===== src/rtl/sym_fir_ctrl.sv =====
// Sequencer for a BRAM-backed symmetric FIR: delay-line writes, tap-pair address walk,
// MAC framing, and serialisation of coefficient writes and delay-line flushes.
module sym_fir_ctrl #(
  parameter int unsigned DATA_W   = 16,
  parameter int unsigned COEF_W   = 18,
  parameter int unsigned TAPS     = 32,
  parameter int unsigned ADDR_W   = 6,
  parameter int unsigned PIPE_LAT = 3,
  localparam int unsigned H       = TAPS / 2,
  localparam int unsigned CADDR_W = $clog2(H)
) (
  input  logic               clk,
  input  logic               rst,
  input  logic               s_valid,
  output logic               s_ready,
  input  logic [DATA_W-1:0]  s_data,
  input  logic               cfg_we,
  output logic               cfg_ready,
  input  logic [CADDR_W-1:0] cfg_addr,
  input  logic [COEF_W-1:0]  cfg_data,
  input  logic               flush,
  output logic               busy,
  output logic               dl_we,
  output logic [ADDR_W-1:0]  dl_waddr,
  output logic [DATA_W-1:0]  dl_wdata,
  output logic [ADDR_W-1:0]  dl_raddr_a,
  output logic [ADDR_W-1:0]  dl_raddr_b,
  output logic               coef_we,
  output logic [CADDR_W-1:0] coef_waddr,
  output logic [COEF_W-1:0]  coef_wdata,
  output logic [CADDR_W-1:0] coef_raddr,
  output logic               mac_en,
  output logic               mac_first,
  output logic               mac_last,
  output logic               res_valid
);

  localparam int unsigned DEPTH   = 2 ** ADDR_W;
  localparam int unsigned CNT_MAX = (DEPTH > PIPE_LAT) ? DEPTH : PIPE_LAT;
  localparam int unsigned CNT_W   = $clog2(CNT_MAX);

  typedef enum logic [2:0] {StIdle, StFlush, StWrite, StRun, StDrain} state_e;

  state_e             state_q, state_d;
  logic [CNT_W-1:0]   cnt_q, cnt_d;
  logic [ADDR_W-1:0]  wr_ptr_q, base_q, tap_k;
  logic [DATA_W-1:0]  sample_q;
  logic               flush_pend_q;
  logic               coef_we_q;
  logic [CADDR_W-1:0] coef_waddr_q;
  logic [COEF_W-1:0]  coef_wdata_q;
  logic               cfg_hs, s_hs, cfg_in_range;
  logic               flush_done, run_done, drain_done;

  assign cfg_hs     = cfg_we & cfg_ready;
  assign s_hs       = s_valid & s_ready;
  assign flush_done = (cnt_q == CNT_W'(DEPTH - 1));
  assign run_done   = (cnt_q == CNT_W'(H - 1));
  assign drain_done = (cnt_q == CNT_W'(PIPE_LAT - 1));
  assign tap_k      = cnt_q[ADDR_W-1:0];

  // With a power-of-two H every representable index is in range.
  if (H == (2 ** CADDR_W)) begin : g_cfg_full
    assign cfg_in_range = 1'b1;
  end else begin : g_cfg_part
    assign cfg_in_range = (32'(cfg_addr) < H);
  end

  // Reset lands directly in the flush so s_ready rises exactly DEPTH cycles after release.
  always_ff @(posedge clk) begin
    if (rst) begin
      state_q <= StFlush;
      cnt_q   <= '0;
    end else begin
      state_q <= state_d;
      cnt_q   <= cnt_d;
    end
  end

  always_comb begin
    state_d = state_q;
    cnt_d   = cnt_q;
    case (state_q)
      StIdle: begin
        if (flush || flush_pend_q) begin
          state_d = StFlush;
          cnt_d   = '0;
        end else if (s_hs) begin
          state_d = StWrite;
        end
      end
      StFlush: begin
        if (flush_done) state_d = StIdle;
        else            cnt_d   = cnt_q + 1'b1;
      end
      StWrite: begin
        state_d = StRun;
        cnt_d   = '0;
      end
      StRun: begin
        if (run_done) begin
          state_d = StDrain;
          cnt_d   = '0;
        end else begin
          cnt_d = cnt_q + 1'b1;
        end
      end
      StDrain: begin
        if (drain_done) state_d = StIdle;
        else            cnt_d   = cnt_q + 1'b1;
      end
      default: state_d = StIdle;
    endcase
  end

  always_ff @(posedge clk) begin
    if (rst) begin
      wr_ptr_q     <= '0;
      base_q       <= '0;
      sample_q     <= '0;
      flush_pend_q <= 1'b1;
      coef_we_q    <= 1'b0;
      coef_waddr_q <= '0;
      coef_wdata_q <= '0;
    end else begin
      if (s_hs) sample_q <= s_data;
      if (state_q == StWrite) begin
        base_q   <= wr_ptr_q;
        wr_ptr_q <= wr_ptr_q + ADDR_W'(1);
      end
      if (state_q == StFlush && flush_done) begin
        wr_ptr_q     <= '0;
        flush_pend_q <= 1'b0;
      end else if (flush && (state_q inside {StWrite, StRun, StDrain})) begin
        flush_pend_q <= 1'b1;
      end
      coef_we_q <= cfg_hs & cfg_in_range;
      if (cfg_hs) begin
        coef_waddr_q <= cfg_addr;
        coef_wdata_q <= cfg_data;
      end
    end
  end

  always_comb begin
    s_ready    = 1'b0;
    cfg_ready  = 1'b0;
    busy       = 1'b0;
    dl_we      = 1'b0;
    dl_waddr   = '0;
    dl_wdata   = '0;
    dl_raddr_a = '0;
    dl_raddr_b = '0;
    coef_we    = 1'b0;
    coef_waddr = '0;
    coef_wdata = '0;
    coef_raddr = '0;
    mac_en     = 1'b0;
    mac_first  = 1'b0;
    mac_last   = 1'b0;
    res_valid  = 1'b0;
    if (!rst) begin
      busy      = (state_q != StIdle) | flush_pend_q;
      cfg_ready = (state_q == StIdle) & ~flush_pend_q & ~flush;
      s_ready   = cfg_ready & ~cfg_we;
      if (coef_we_q) begin
        coef_we    = 1'b1;
        coef_waddr = coef_waddr_q;
        coef_wdata = coef_wdata_q;
      end
      case (state_q)
        StFlush: begin
          dl_we    = 1'b1;
          dl_waddr = cnt_q[ADDR_W-1:0];
        end
        StWrite: begin
          dl_we    = 1'b1;
          dl_waddr = wr_ptr_q;
          dl_wdata = sample_q;
        end
        StRun: begin
          dl_raddr_a = base_q - tap_k;
          dl_raddr_b = base_q - (ADDR_W'(TAPS - 1) - tap_k);
          coef_raddr = cnt_q[CADDR_W-1:0];
          mac_en     = 1'b1;
          mac_first  = (cnt_q == '0);
          mac_last   = run_done;
        end
        StDrain: res_valid = drain_done;
        default: ;
      endcase
    end
  end

endmodule


===== config.mk =====
export PLATFORM = sky130hd
export DESIGN_NAME = sym_fir_ctrl
export DESIGN_NICKNAME = d
export VERILOG_FILES = /design/src/rtl/sym_fir_ctrl.sv
export SDC_FILE = /design/constraint.sdc
export NUM_CORES = 1
export LEC_CHECK = 0
export BUFFER_PORTS_ARGS = -buffer_cell sky130_fd_sc_hd__buf_2
export CAP_MARGIN = 20
export CORE_MARGIN = 2
export CORE_UTILIZATION = 55
export CTS_CLUSTER_DIAMETER = 150
export DETAILED_ROUTE_END_ITERATION = 6
export PLACE_DENSITY_LB_ADDON = 0.3
export SETUP_SLACK_MARGIN = 0.2
export SYNTH_ARGS = -nofsm -noshare
export SYNTH_HDL_FRONTEND = slang
export SYNTH_SLANG_ARGS = --single-unit
export TNS_END_PERCENT = 30

===== constraint.sdc =====
create_clock -name clk -period 4.4 [get_ports clk]
set_input_delay 0.66 -clock clk [delete_from_list [all_inputs] [get_ports clk]]
set_output_delay 0.66 -clock clk [all_outputs]
set_load 0.01 [all_outputs]

* Word-level counts from Yosys, hierarchy flattened *
Cells that the tools add are included.

cells by class
  add/subtract/negate cells = 5
  multiply operators = 0
  div/mod/pow operators = 0
  magnitude comparators = 0
  equality and inequality tests = 14
  shift operators = 0
  multiplexer cells = 42
  bitwise logic cells = 9
  reduce and logical (&&, ||, !) cells = 13

operator list
  cell                                                                    number
  6-bit two-way mux                                                       9
  18-bit two-way mux                                                      2
  16-bit two-way mux                                                      2
  6-bit case mux with 5 select lines                                      1
  1-bit two-way mux                                                       17
  4-bit two-way mux                                                       4
  3-bit two-way mux                                                       5
  3-bit case mux with 5 select lines                                      1
  6-bit by 1-bit adder with 6-bit output (second input constant)          2
  2-bit != test (second input constant)                                   6
  6-bit case mux with 2 select lines                                      1
  6-bit subtractor                                                        2
  4-bit AND reduction                                                     2
  3-bit by 2-bit equality test with 1-bit output (second input constant)  2
  6-bit by 2-bit equality test with 1-bit output (second input constant)  1
  6-bit by 4-bit equality test with 1-bit output (second input constant)  1
  6-bit equality test (second input constant)                             1
  6-bit logical NOT                                                       1
  3-bit nonzero test                                                      2
  5-bit by 6-bit subtractor with 6-bit output (first input constant)      1
  1-bit AND                                                               5
  5-bit nonzero test                                                      1
  2-bit OR reduction                                                      2
  3-bit by 1-bit equality test with 1-bit output (second input constant)  1
  8 further kinds                                                         11

storage, ports and cells
  register bits = 61
  latch bits = 0
  RAM bits = 0
  ROM bits = 0
  input bits = 43
  output and inout bits = 69
  logic and storage cells = 92
  memories kept = 0

* Depth between registers and ports, before layout *
  word-level depth = 9
  gate-level depth with buffers = 9
  gate-level depth less buffers = 9

* Worst setup path after synthesis *
No wires, ideal clock.

  path kind = reg2out
  start = register cnt_q[1]
  end = output dl_raddr_b[5]
  data arrival time = 2067 ps
  required time = 3740 ps
  path slack = 1673 ps
  cell stages (with the launch flop) = 10
  path buffers = 0
  cells stage by stage = dfxtp_1 > inv_1 > ha_1 > inv_1 > ha_1 > fa_1 > a21o_1 > a21oi_1 > xnor2_1 > nor2_1

on the way
  word-level cells in the longest chain between the ends = 4

ends and longest elaborated chain
  item                                         RTL line  RTL
  start: declaration                           45        logic [CNT_W-1:0] cnt_q, cnt_d;
  start signal: assignment                     76        cnt_q <= cnt_d;
  5-bit by 6-bit subtractor with 6-bit output  183       dl_raddr_b = base_q - (ADDR_W'(TAPS - 1) - tap_k);
  6-bit subtractor                             183
  6-bit two-way mux                            171       case (state_q)
  6-bit two-way mux                            162       if (!rst) begin
  end: declaration                             27        output logic [ADDR_W-1:0] dl_raddr_b,

No other way between the ends.

* Worst setup path in the final report *
Ends and elaborated chain as after synthesis.

==> flow_metrics.py <==
metrics = {
    "status": {
        "status": "completed",
    },
    "layout": {
        "diodes": 0,
        "finalNetCount": 581,
        "stdcell_area_um2": 4190,
        "fin_util": 0.695,
        "final.fill_count": 497,
        "area_growth_pct": 20.5,
        "fin_cells": 598,
        "register_area_um2": 1220,
        "multiInputGateArea_um2": 2020,
        "drive_above_1_share": 0.308,
    },
    "worst_hold_path": {
        "hold_class": "flip-flop to flip-flop",
        "min_to": "coef_wdata_q[3]$_SDFFE_PP0P_",
        "min-delay-start": "coef_wdata_q[3]$_SDFFE_PP0P_",
        "whs_path_depth": 2,
    },
    "setup_path": {
        "cp_max_fo": 8,
        "cpPeakStageDelay_ns": 0.53,
        "worstSetupStartpointType": "flip-flop",
        "r2r-end": "coef_wdata_q[1]$_SDFFE_PP0P_",
        "worstSetupPathType": "flip-flop to primary output",
        "path_delay_family": "adder cells",
        "r2r_start": "state_q[2]$_SDFFE_PP0P_",
        "path_buf_inv": 3,
        "r2r_cells": 5,
        "cp-end-kind": "primary output",
        "reg2reg_slack_ns": 1.82,
        "crit_required_ns": 3.74,
        "crit_chain": "inv_1, ha_1, inv_1, ha_1, fa_1, a21o_1, a21oi_1, xnor2_1, nor2_1, buf_2",
        "crit_slowest_cell": "dfxtp_1",
        "arrival_ns": 2.75,
    },
    "sta": {
        "worstMarginPinSlew_ns": 0.927,
        "fin_crit_ns": 3.41,
        "finalHoldViolCount": 0,
        "setup_tns_ns": 0,
        "hold-worst-slack_ns": 0.461,
        "layout_setup_ws_ns": 0.994,
        "rsz0062_at_grt": "no",
        "fmax_mhz": 294,
        "finalSetupViolations": 0,
        "max_slew_margin": 0.382,
        "finalCritPeriodShare": 0.774,
        "slew_viol_final": 0,
        "fin_skew_ns": 0.00899,
    },
    "synth": {
        "synthCells": 421,
        "synth-edff-count": 0,
        "synth_top_area_share": 0.351,
        "ys.flop_type": "dfxtp_1",
        "syn_nets": 484,
        "syn_area_um2": 3480,
        "synth-seq-cells": 61,
        "syn-mean-instance-area_um2": 8.26,
        "ys_types": 52,
        "yosysWarnings": 0,
        "async_flop_share": 0,
        "yosys-top-cells-area": "dfxtp_1 35%, and3_1 7.7%, nand2_1 6.9%",
        "synth_seq_area_share": 0.351,
        "synth_area_leader_cell": "dfxtp_1",
    },
    "power_and_ir_drop": {
        "vdd_drop_max_uv": 221,
        "p_leak_nw": 2.14,
        "p_sw_frac": 0.222,
        "p_comb_frac": 0.065,
        "p_per_area_nw_per_um2": 277,
        "power_mw": 1.16,
        "p_clk_frac": 0.453,
        "power_frac_seq": 0.482,
        "p_sw_mw": 0.257,
        "intPower_mw": 0.904,
    },
    "clock_network": {
        "cts_buffers": 9,
        "hold_buffers": 0,
        "cts_sinks": 61,
        "post_cts_buffers": 0,
        "clock_latency_ns": 0.33,
        "cts_root_buf": "clkbuf_8",
        "cts.htree.levels": 3,
        "cts.reportedPaths.clkPinSlew_ns": 0.07,
        "ctsResizeCount": 0,
        "cts_tree": "done",
        "clock_path_buffers": 2,
    },
    "global_route": {
        "antenna_found_initial": 0,
        "grt_pass1_wl_mm": 13.3,
        "grt-ovfl-total": 0,
        "grt_max_degree": 68,
        "grt_use_total": 0.225,
        "grt_pass1_vias": 3039,
    },
    "floorplan": {
        "fp.dieArea_um2": 6970,
        "die_h_um": 83.5,
        "die_x_um": 83.5,
        "placementRows": 28,
        "num_io_pins": 112,
        "start_util": 0.577,
        "coreArea_um2": 6030,
    },
    "place": {
        "preCtsSetupSlack_ns": 1.39,
        "port_buffers": 111,
        "dp.cells": 582,
        "placed_area_um2": 3980,
        "dpl.hpwl_mm": 5.60,
        "gp_congestion": 0.812,
    },
    "detailed_routing": {
        "wirelength_mm": 8.01,
        "post-route-drc-count": 0,
        "first_pass_iters": 5,
        "via_count": 3221,
        "viasPerCell": 5.39,
        "drt_iter0_markers": 210,
        "post_drt_wl_per_cell_um": 13.4,
        "ant_nets": 0,
    },
    "run": {
        "drv_cap": 0,
    },
}
worst reg2reg max path, cell delays in order, from the launching register on:
cell	delay (ns)
dfxtp_1	0.44
or4_4	0.58
or3_4	0.39
inv_2	0.07
and2_2	0.75
o21ai_0	0.19
synth_stat cells (2+ instances only):
| master | n |
|---|---|
| a31o_2 | 2 |
| nand3_1 | 5 |
| xor2_1 | 5 |
| o21a_1 | 3 |
| o21ai_0 | 8 |
| ha_1 | 18 |
| nor2_1 | 44 |
| clkbuf_1 | 21 |
| or3_1 | 3 |
| nor4_1 | 3 |
| and2_1 | 5 |
| o31ai_1 | 2 |
| o21ai_1 | 2 |
| mux2i_1 | 16 |
| nand4_1 | 2 |
| inv_1 | 17 |
| and3_1 | 43 |
| a21o_1 | 3 |
| nand2_1 | 64 |
| nand2b_1 | 2 |
| buf_6 | 6 |
| a21oi_1 | 20 |
| fa_1 | 2 |
| nor3_2 | 2 |
| a22oi_1 | 6 |
| dfxtp_1 | 61 |
| or2_2 | 2 |
| nor3_1 | 6 |
| nor2b_1 | 4 |
| xnor2_1 | 6 |
| o21ai_2 | 17 |
metal layers:
| metal | vias to the layer above | part of all wire | GRT usage |
|---|---|---|---|
| met2 | 122 | 0.47 | 0.375 |
| met5 | - | 0 | 0 |
| met4 | 0 | 0.016 | 0.0953 |
| li1 | 1627 | - | - |
| met3 | 13 | 0.073 | 0.0455 |
| met1 | 1459 | 0.45 | 0.282 |
sequential cells by signal, indices dropped and copies added, names as in the netlist:
signal,cells
coef_wdata_q,18
sample_q,16
base_q,6
cnt_q,6
wr_ptr_q,6
coef_waddr_q,4
state_q,3
coef_we_q,1
flush_pend_q,1
power by group through the flow:
stage | sequential (mW) | combinational (mW) | clock (mW)
CTS | 0.560 | 0.0748 | 0.535
global route | 0.560 | 0.0845 | 0.559
finish | 0.560 | 0.0749 | 0.526
detailed placement | 0.572 | 0.0743 | 0
floorplan | 0.571 | 0.0434 | 0
global placement | 0.572 | 0.0734 | 0
worst max path at each step:
| stage | from | end | slack (ns) | depth (start not counted) |
|---|---|---|---|---|
| 3_5_place_dp | cnt_q[1]$_SDFFE_PP0P_ | dl_raddr_b[5] | 1.39 | 10 |
| 4_1_cts | cnt_q[1]$_SDFFE_PP0P_ | dl_raddr_b[5] | 1.03 | 10 |
| 2_1_floorplan | cnt_q[1]$_SDFFE_PP0P_ | dl_raddr_b[5] | 1.67 | 9 |
| 3_3_place_gp | cnt_q[1]$_SDFFE_PP0P_ | dl_raddr_b[5] | 1.50 | 10 |
| 5_1_grt | cnt_q[1]$_SDFFE_PP0P_ | dl_raddr_b[5] | 0.88 | 10 |
| 6_report | cnt_q[1]$_SDFFE_PP0P_ | dl_raddr_b[5] | 0.99 | 10 |
area by class of cell:
type | instances | area share
multi-input cells | 314 | 0.483
inverters | 18 | 0.0161
well taps | 75 | 0.0224
clock inverters | 5 | 0.0179
clock buffers | 11 | 0.0314
repair buffers | 114 | 0.138
flip-flops and latches | 61 | 0.291
layout by cell type, fill, tap and decap left out, drive strengths merged, types with 3 or more instances in the layout:
cell,count
nor3,8
inv,18
o31ai,3
nand2,64
dfxtp,61
mux2i,16
or3,4
and3,43
nand3,5
clkbuf,11
o21ai,27
a21o,3
ha,18
a22oi,7
xor2,5
and2,5
nor2b,4
clkinv,3
o21a,3
nor2,46
a21oi,20
buf,114
xnor2,6
nor4,3
logic make-up after synthesis:
group           share of synthesized area
flops                               0.351
fa+ha+maj                          0.0763
xor+xnor                           0.0277
compound gates                      0.150
mux                                0.0461
buf+inv                            0.0673
simple gates                        0.281
Power figures use the tool's default switching activity.
